===== config.mk =====
export PLATFORM = sky130hd
export DESIGN_NAME = ps2_rx_flat
export DESIGN_NICKNAME = d
export VERILOG_FILES = /design/src/rtl/ps2_rx_if.sv /design/src/rtl/ps2_rx.sv /design/src/flat_wrapper.sv
export SDC_FILE = /design/constraint.sdc
export NUM_CORES = 1
export LEC_CHECK = 0
export ABC_AREA = 1
export CORE_ASPECT_RATIO = 0.6
export CORE_MARGIN = 2
export CORE_UTILIZATION = 50
export DETAILED_ROUTE_END_ITERATION = 8
export DONT_BUFFER_PORTS = 1
export SKIP_LAST_GASP = 1
export SLEW_MARGIN = 20
export SYNTH_ARGS = -nofsm -noshare
export SYNTH_HDL_FRONTEND = slang
export SYNTH_SLANG_ARGS = --single-unit

===== constraint.sdc =====
create_clock -name clk -period 2.4 [get_ports clk]
set_clock_uncertainty 0.15 [all_clocks]
set_input_delay 0.48 -clock clk [delete_from_list [all_inputs] [get_ports clk]]
set_output_delay 0.48 -clock clk [all_outputs]
set_load 0.005 [all_outputs]

===== src/rtl/ps2_rx_if.sv =====
// Byte stream from the PS/2 receiver FIFO to its consumer.
// Valid/ready handshake: a byte moves when both are high on a rising clock edge.
interface ps2_rx_if;
   logic [7:0] out_data;
   logic       out_valid;
   logic       out_ready;

   modport master (output out_data, out_valid, input  out_ready);
   modport slave  (input  out_data, out_valid, output out_ready);
endinterface


===== src/rtl/ps2_rx.sv =====
// PS/2 device-to-host receiver: synchronize and deglitch both lines, deframe
// 11-bit frames on filtered falling clock edges, and buffer good bytes in a FIFO.
module ps2_rx #(
   parameter int FILTER_LEN = 4,
   parameter int TIMEOUT    = 2000,
   parameter int FIFO_DEPTH = 4
) (
   input  logic     clk,
   input  logic     reset,
   input  logic     ps2_clk,
   input  logic     ps2_dat,
   ps2_rx_if.master stream,
   output logic     parity_err,
   output logic     frame_err,
   output logic     overflow
);
   localparam int FW = $clog2(FILTER_LEN + 1);
   localparam int TW = $clog2(TIMEOUT + 1);
   localparam int AW = $clog2(FIFO_DEPTH);

   typedef enum logic [1:0] {IDLE, DATA, PARITY, STOP} state_t;

   // Index 0 is the clock line, index 1 the data line.
   logic [1:0]         s1, s2, filt;
   logic [1:0][FW-1:0] fcnt;
   logic               clk_prev;

   always_ff @(posedge clk) begin
      if (reset) begin
         s1       <= '1;
         s2       <= '1;
         filt     <= '1;
         fcnt     <= '0;
         clk_prev <= 1'b1;
      end else begin
         s1       <= {ps2_dat, ps2_clk};
         s2       <= s1;
         clk_prev <= filt[0];
         for (int i = 0; i < 2; i++) begin
            if (s2[i] == filt[i]) begin
               fcnt[i] <= '0;
            end else if (fcnt[i] == FW'(FILTER_LEN - 1)) begin
               filt[i] <= s2[i];
               fcnt[i] <= '0;
            end else begin
               fcnt[i] <= fcnt[i] + 1'b1;
            end
         end
      end
   end

   wire fall = clk_prev & ~filt[0];
   wire bit_in = filt[1];

   state_t        state;
   logic [2:0]    bcnt;
   logic [TW-1:0] tmo;
   logic [7:0]    shreg;
   logic          par_bit;

   wire par_ok = ^{shreg, par_bit};
   wire push   = fall && (state == STOP) && bit_in && par_ok;

   always_ff @(posedge clk) begin
      if (reset) begin
         state      <= IDLE;
         bcnt       <= '0;
         tmo        <= '0;
         shreg      <= '0;
         par_bit    <= 1'b0;
         parity_err <= 1'b0;
         frame_err  <= 1'b0;
      end else begin
         parity_err <= 1'b0;
         frame_err  <= 1'b0;
         tmo        <= (state == IDLE || fall) ? '0 : tmo + 1'b1;
         // A stalled device leaves the frame half-done; abandon it silently except for frame_err.
         if (state != IDLE && !fall && tmo == TW'(TIMEOUT - 1)) begin
            state     <= IDLE;
            tmo       <= '0;
            frame_err <= 1'b1;
         end else if (fall) begin
            case (state)
               IDLE: if (!bit_in) begin
                  state <= DATA;
                  bcnt  <= '0;
                  shreg <= '0;
               end
               DATA: begin
                  shreg[bcnt] <= bit_in;
                  bcnt        <= bcnt + 1'b1;
                  if (bcnt == 3'd7) state <= PARITY;
               end
               PARITY: begin
                  par_bit <= bit_in;
                  state   <= STOP;
               end
               STOP: begin
                  state <= IDLE;
                  if (!bit_in)      frame_err  <= 1'b1;
                  else if (!par_ok) parity_err <= 1'b1;
               end
               default: state <= IDLE;
            endcase
         end
      end
   end

   logic [7:0]    mem [FIFO_DEPTH];
   logic [AW-1:0] wp, rp;
   logic [AW:0]   occ;

   wire full = (occ == (AW + 1)'(FIFO_DEPTH));
   wire pop  = stream.out_valid && stream.out_ready;
   // A pop in the same cycle frees the slot, so a full FIFO still accepts the push.
   wire wr   = push && (!full || pop);

   always_ff @(posedge clk) begin
      if (wr) mem[wp] <= shreg;
   end

   always_ff @(posedge clk) begin
      if (reset) begin
         wp       <= '0;
         rp       <= '0;
         occ      <= '0;
         overflow <= 1'b0;
      end else begin
         overflow <= push && full && !pop;
         if (wr)  wp <= wp + 1'b1;
         if (pop) rp <= rp + 1'b1;
         occ <= occ + (AW + 1)'(wr) - (AW + 1)'(pop);
      end
   end

   assign stream.out_valid = (occ != '0);
   assign stream.out_data  = stream.out_valid ? mem[rp] : 8'h00;
endmodule


===== src/flat_wrapper.sv =====
// flat-port wrapper written by rule: the top's interface ports become plain ports
module ps2_rx_flat 
#(
   parameter int FILTER_LEN = 4,
   parameter int TIMEOUT    = 2000,
   parameter int FIFO_DEPTH = 4
)
  (clk, reset, ps2_clk, ps2_dat, parity_err, frame_err, overflow, stream_out_data, stream_out_valid, stream_out_ready);
  ps2_rx_if stream_i ();
  input  logic clk;
  input  logic reset;
  input  logic ps2_clk;
  input  logic ps2_dat;
  output logic parity_err;
  output logic frame_err;
  output logic overflow;
  output wire logic [$bits(stream_i.out_data)-1:0] stream_out_data;
  output wire logic [$bits(stream_i.out_valid)-1:0] stream_out_valid;
  input wire logic [$bits(stream_i.out_ready)-1:0] stream_out_ready;
  assign stream_out_data = stream_i.out_data;
  assign stream_out_valid = stream_i.out_valid;
  assign stream_i.out_ready = stream_out_ready;
  ps2_rx #(.FILTER_LEN(FILTER_LEN), .TIMEOUT(TIMEOUT), .FIFO_DEPTH(FIFO_DEPTH)) u_core (.clk(clk), .reset(reset), .ps2_clk(ps2_clk), .ps2_dat(ps2_dat), .stream(stream_i), .parity_err(parity_err), .frame_err(frame_err), .overflow(overflow));
endmodule

==> results of run 1 <==
worst min path at each step:
| stage | startpoint | to | slack, ns | cells after the start |
|---|---|---|---|---|
| global route | reset | u_core.shreg[2] | 0.03 | 1 |
| CTS | reset | u_core.shreg[3] | 0.04 | 1 |
| global placement | u_core.s1[0] | u_core.s2[0] | 0.24 | 1 |
| detailed placement | u_core.s1[0] | u_core.s2[0] | 0.25 | 1 |
| finish | reset | u_core.shreg[2] | 0.05 | 1 |
| floorplan | u_core.s1[0] | u_core.s2[0] | 0.24 | 1 |
critical path: cells and delay by family (launching register included):
kind / cells / cell delay, ns
buf+inv: 2 / 0.11
simple gates: 7 / 0.68
flops: 1 / 0.47
fa+ha+maj: 2 / 0.61
xor+xnor: 1 / 0.17
report_power, final:
| group | total [W] | switching [W] | leakage [nW] | internal (W) |
|---|---|---|---|---|
| clock network | 0.00155 | 0.000531 | 0.167 | 0.00102 |
| registers | 0.00154 | 0.0000551 | 0.704 | 0.00148 |
| logic | 0.000434 | 0.000280 | 0.716 | 0.000154 |
| total | 0.00352 | 0.000867 | 1.59 | 0.00265 |
cells in the mapped netlist (6+ instances only):
library cell | n | area share
ha_1 | 18 | 0.061
xor2_1 | 6 | 0.014
o21ai_0 | 27 | 0.037
nor3_1 | 16 | 0.022
nor2_1 | 61 | 0.062
o21ai_2 | 6 | 0.014
inv_1 | 49 | 0.050
nand3_1 | 6 | 0.0082
a21oi_1 | 29 | 0.040
nand2_1 | 53 | 0.054
dfxtp_1 | 50 | 0.27
edfxtp_1 | 32 | 0.26
sequential cells by signal, indices dropped and copies added, names as in the netlist, 2 cells and up, named ones only:
register and count:
u_core.filt 2, u_core.shreg 8, u_core.rp 2, u_core.mem 32
u_core.s2 2, u_core.occ 3, u_core.bcnt 3, u_core.s1 2
u_core.state 2, u_core.wp 2, u_core.tmo 11, u_core.fcnt 6
logic make-up (layout without fill, tap and decap cells):
| logic type | count (synthesis) | after routing | share of synthesized area |
|---|---|---|---|
| flops | 82 | 82 | 0.535 |
| fa+ha+maj | 19 | 19 | 0.0669 |
| simple gates | 158 | 158 | 0.194 |
| xor+xnor | 10 | 10 | 0.0239 |
| compound gates | 70 | 70 | 0.111 |
| buf+inv | 64 | 83 | 0.0689 |
routing by layer:
metal,up-vias,part of all wire,track usage,wire length (um)
li1,1350,-,-,-
met5,-,0,0,0
met4,0,0.012,0.0650,78
met2,49,0.40,0.259,2640
met1,1107,0.53,0.264,3450
met3,9,0.059,0.0703,389
cell type report:
cell class              instances  share of cell area
flip-flops and latches         82               0.472
repair buffers                 11              0.0198
multi-input cells             257               0.348
clock buffers                   9              0.0540
inverters                      56              0.0516
clock inverters                 7              0.0279
well taps                      91              0.0273
through the flow:
stage	cell area [sq um]	cells	power [W]	worst slack, ns	util
floorplan	3670	403	0.00190	0.271	-
global placement	3820	497	0.00200	0.173	0.533
detailed placement	3820	497	0.00201	0.0969	0.533
CTS	4170	513	0.00356	0.0774	0.581
global route	4170	513	0.00370	-0.0731	0.582
finish	4170	513	0.00352	0.127	0.582
==> results by group, run 1 <==
Status
  • Outcome: completed

Route
  • Antenna Nets Post-Route: 0
  • Wire per inst: 12.8 um
  • Final WL: 6560 um
  • DRC errors left: 0
  • Avg Vias per Cell: 4.90
  • First-pass DRT Iterations: 4
  • Drt initial violations: 125
  • Via count: 2515

Clock network
  • CTS Root Cell: clkbuf_16
  • Htree depth: 3
  • # hold bufs at CTS: 0
  • CTS tree: yes
  • CTS sink count: 82
  • Buffer count from post-CTS setup fixing: 0
  • Reg clk slew, reported paths: 0.06 ns
  • Clock Tree Buf Depth: 2
  • Worst-Skew Late Latency: 0.34 ns
  • Num CTS Buffers: 9
  • Cts repair resizes: 0

Timing
  • Slew margin rel.: 0.673
  • Worst hold slack: 0.0533 ns
  • Final period util: 0.947
  • RSZ-0062 raised after global routing: true
  • Worst slew pin tran: 0.488 ns
  • F_max: 440 MHz
  • TNS Setup: 0 ns
  • Final Slew Violations: 0
  • Final setup vio count: 0
  • Final min period: 2.27 ns
  • Fin. Hold Viols: 0

Finish
  • Total inserted antenna cells: 0
  • Commonest cells after routing, fill and taps aside: nor2_1 (61), nand2_1 (53), inv_1 (49), dfxtp_1 (46), edfxtp_1 (32)
  • Share of layout cells above drive strength 1: 0.147
  • Most common cell after layout, fill and taps aside: nor2_1
  • Area occupied by multi-input gates: 1450 sq um
  • Layout filler cell count: 606
  • Syn-to-layout area delta: 13.9%
  • Register area: 1970 sq um
  • Layout Nets: 441

Logic synthesis
  • Average size of a mapped cell: 9.10 sq um
  • FF+latch count, synth: 82
  • Seq/Total Area, Yosys: 0.535
  • EDFF count, synth: 32
  • Yosys warns: 0
  • Cells after Synth: 403
  • Cell area after synthesis: 3670 sq um
  • Count of cell types in the netlist: 35
  • Ys flop type: dfxtp_1
  • Async S/R FF share, synth: 0
  • Syn Nets: 427

Die
  • Die ar.: 8060 sq um
  • Starting Density: 0.511
  • Die width: 115 um
  • IO Pins: 17
  • Core area: 7180 sq um
  • Die span in y: 70.3 um
  • Site Rows: 24

Placed design
  • DP HPWL: 4690 um
  • Port-buffer cells: 0
  • GPL Wtd Cong: 0.748

Worst setup path
  • Crit-path cells: xor2_1 -> nand2_1 -> nand2_1 -> inv_1 -> nand2_2 -> nand2_4 -> nand3_4 -> inv_1 -> ha_1 -> fa_1 -> and3_1 -> nor3_1
  • Worst R2R Start: u_core.shreg[0]
  • WP data required: 2.51 ns
  • R2R setup slack: 0.13 ns
  • Critical path startpoint: u_core.shreg[0]
  • Worst R2R Path Depth: 12
  • Worst EP arrival: 2.39 ns
  • CP max FO: 7
  • CP endpoint kind: flip-flop
  • Crit Path Class: flip-flop to flip-flop
  • CP max stage cell: dfxtp_1
  • CP startpoint kind: flip-flop
  • Worst setup endpoint: u_core.occ[2]
  • RR Endpoint: u_core.occ[2]
  • Crit-path max cell delay: 0.47 ns

GRT
  • Global-route wire length before repair: 11300 um
  • Initial antenna violation count: 0
  • Largest net degree at the start of global routing: 25
  • Tot GR Track Use: 0.186
  • Total global routing overflow: 0
  • Vias in the first global route: 2359

Min path
  • Worst hold path class: input port to flip-flop

Power and ir drop
  • VDD IR-drop max: 0.428 mV
  • Pwr Density: 843 nW/um^2
  • Leakage: 1.59 nW

Job
  • Max-cap violations: 0
No activity file was read; power rests on OpenSTA's default activity.
==> inputs of run 2 (changes only) <==
- PLACE_DENSITY: unset -> 0.66
- SLEW_MARGIN: 20 -> unset
==> results by group, run 2 (same netlist as run 1, synthesis figures left out) <==
Finish
  • Finished Layout Cells: 511 (-0.39%)
  • Largest regs: u_core.mem (32), u_core.tmo (11), u_core.shreg (8)
  • Layout Nets: 439 (-0.45%)
  • Layout filler cell count: 603 (-0.50%)
  • Register area: 1970 sq um (about the same)
  • Most common cell after layout, fill and taps aside: nor2_1
  • Total inserted antenna cells: 0 (unchanged)
  • Final core occ: 0.575 (-0.00628)
  • Syn-to-layout area delta: 12.6%
  • Share of layout cells above drive strength 1: 0.150 (+0.00308)
  • Largest register FFs: 32 (unchanged)
  • Area occupied by multi-input gates: 1460 sq um (+0.86%)
  • Commonest cells after routing, fill and taps aside: nor2_1 (61), nand2_1 (53), inv_1 (49), dfxtp_1 (45), edfxtp_1 (32)
  • Top reg by flops: u_core.mem

Timing
  • Worst hold slack: 0.0480 ns (-0.00530 ns)
  • Fin. Hold Viols: 0 (unchanged)
  • Final min period: 2.22 ns (-0.0510 ns)
  • Slew margin rel.: 0.684 (+0.0103)
  • Final Slew Violations: 0 (unchanged)
  • Final setup vio count: 0 (unchanged)
  • TNS Setup: 0 ns (unchanged)
  • RSZ-0062 raised after global routing: false
  • Final period util: 0.926 (-0.0212)
  • F_max: 450 MHz (+2.3%)
  • Worst slew pin tran: 0.474 ns (-0.0145 ns)

Clock network
  • Worst-Skew Late Latency: 0.34 ns (about the same)
  • Reg clk slew, reported paths: 0.06 ns (about the same)
  • # hold bufs at CTS: 0 (unchanged)
  • Num CTS Buffers: 9 (unchanged)
  • CTS sink count: 82 (unchanged)
  • CTS tree: yes
  • CTS Root Cell: clkbuf_16
  • Clock Tree Buf Depth: 2 (unchanged)
  • Htree depth: 3 (unchanged)

Route
  • Wire per inst: 13.1 um (+2.2%)
  • DRC errors left: 0 (unchanged)
  • Antenna Nets Post-Route: 0 (unchanged)
  • Drt initial violations: 158 (+26%)
  • Final WL: 6680 um (+1.8%)
  • Via count: 2557 (+1.7%)
  • Avg Vias per Cell: 5.00 (+2.1%)
  • First-pass DRT Iterations: 4 (unchanged)

Power and ir drop
  • VDD IR-drop max: 0.390 mV (-8.8%)
  • Pwr Density: 812 nW/um^2 (-3.6%)
  • Final Power: 0.00335 W (-4.6%)
  • Leakage: 1.55 nW (-2.4%)

Status
  • Outcome: completed

Placed design
  • Placed Instances: 495 (-0.40%)
  • GPL Wtd Cong: 0.771 (+3.1%)
  • Port-buffer cells: 0 (unchanged)
  • DP HPWL: 4660 um (-0.71%)

Worst setup path
  • Worst EP arrival: 1.59 ns (-0.80 ns)
  • CP startpoint kind: flip-flop
  • R2R setup slack: 0.20 ns (+0.07 ns)
  • Crit Path Class: flip-flop to primary output
  • CP max FO: 9 (+2)
  • CP endpoint kind: primary output
  • WP data required: 1.77 ns (-0.74 ns)

Min path
  • Worst hold path class: input port to flip-flop

Die
  • Starting Density: 0.511 (unchanged)
  • Core area: 7180 sq um (unchanged)
  • IO Pins: 17 (unchanged)
  • Site Rows: 24 (unchanged)
  • Die span in y: 70.3 um (unchanged)
  • Die ar.: 8060 sq um (unchanged)
  • Die width: 115 um (unchanged)

GRT
  • Total global routing overflow: 0 (unchanged)
  • Tot GR Track Use: 0.186 (-0.000187)
  • Largest net degree at the start of global routing: 25 (unchanged)
  • Global-route wire length before repair: 11300 um (about the same)
  • Initial antenna violation count: 0 (unchanged)
  • Vias in the first global route: 2417 (+2.5%)

Job
  • Max-cap violations: 0 (unchanged)
## run 2: changes by cell type in the layout (fill, tap and decap cells not counted), sizes merged
cell and change:
clkbuf +3, buf -2, bufinv -2, clkinv -2, clkinvlp +1
## run 2: per-layer routing
metal	share of wire	wire [um]	up-vias	track usage
li1	-	-	1340	-
met1	0.51	3390	1172	0.251
met2	0.43	2840	39	0.276
met3	0.058	386	6	0.0747
met4	0.0079	53	0	0.0542
met5	0	0	-	0
## run 2: metrics by stage
stage	area, sq um	worst slack, ns
final	4130	0.178
after global routing	4130	0.0102
after CTS	4110	0.0271
after detailed placement	3810	0.0485
after global placement	3810	0.171
after floorplan	3670	0.271
## run 2: area by class of cell
type	instances	area share
Sequential cell	82	0.477
Clock buffer	12	0.0597
Multi-Input combinational cell	257	0.355
Inverter	56	0.0521
Clock inverter	4	0.0124
Timing Repair Buffer	9	0.0164
Tap cell	91	0.0276
## run 2: repair_timing
item                                    in CTS  in global routing
buffers inserted                             0                  0
resized for setup                            0                  9
endpoints found under the setup margin       0                  2
## run 2: power breakdown
| part | leakage (nW) | internal, W | switching (W) |
|---|---|---|---|
| combinational | 0.702 | 0.000163 | 0.000303 |
| sequential | 0.704 | 0.00148 | 0.0000468 |
| clock | 0.143 | 0.000836 | 0.000526 |
| total | 1.55 | 0.00248 | 0.000876 |
## run 2: worst paths after layout
check,to,depth (start not counted),from
setup / recovery,stream_out_data[2],4,flip-flop
hold / removal,u_core.shreg[5],1,reset
setup reg to reg,u_core.occ[2],15,u_core.shreg[7]
hold reg to reg,u_core.s2[0],1,u_core.s1[0]
## run 2: critical path: stages (launching register included)
cell     delay [ns]
dfxtp_1        0.54
inv_1          0.25
nor2_1         0.14
o21ai_0        0.08
a21oi_1        0.24
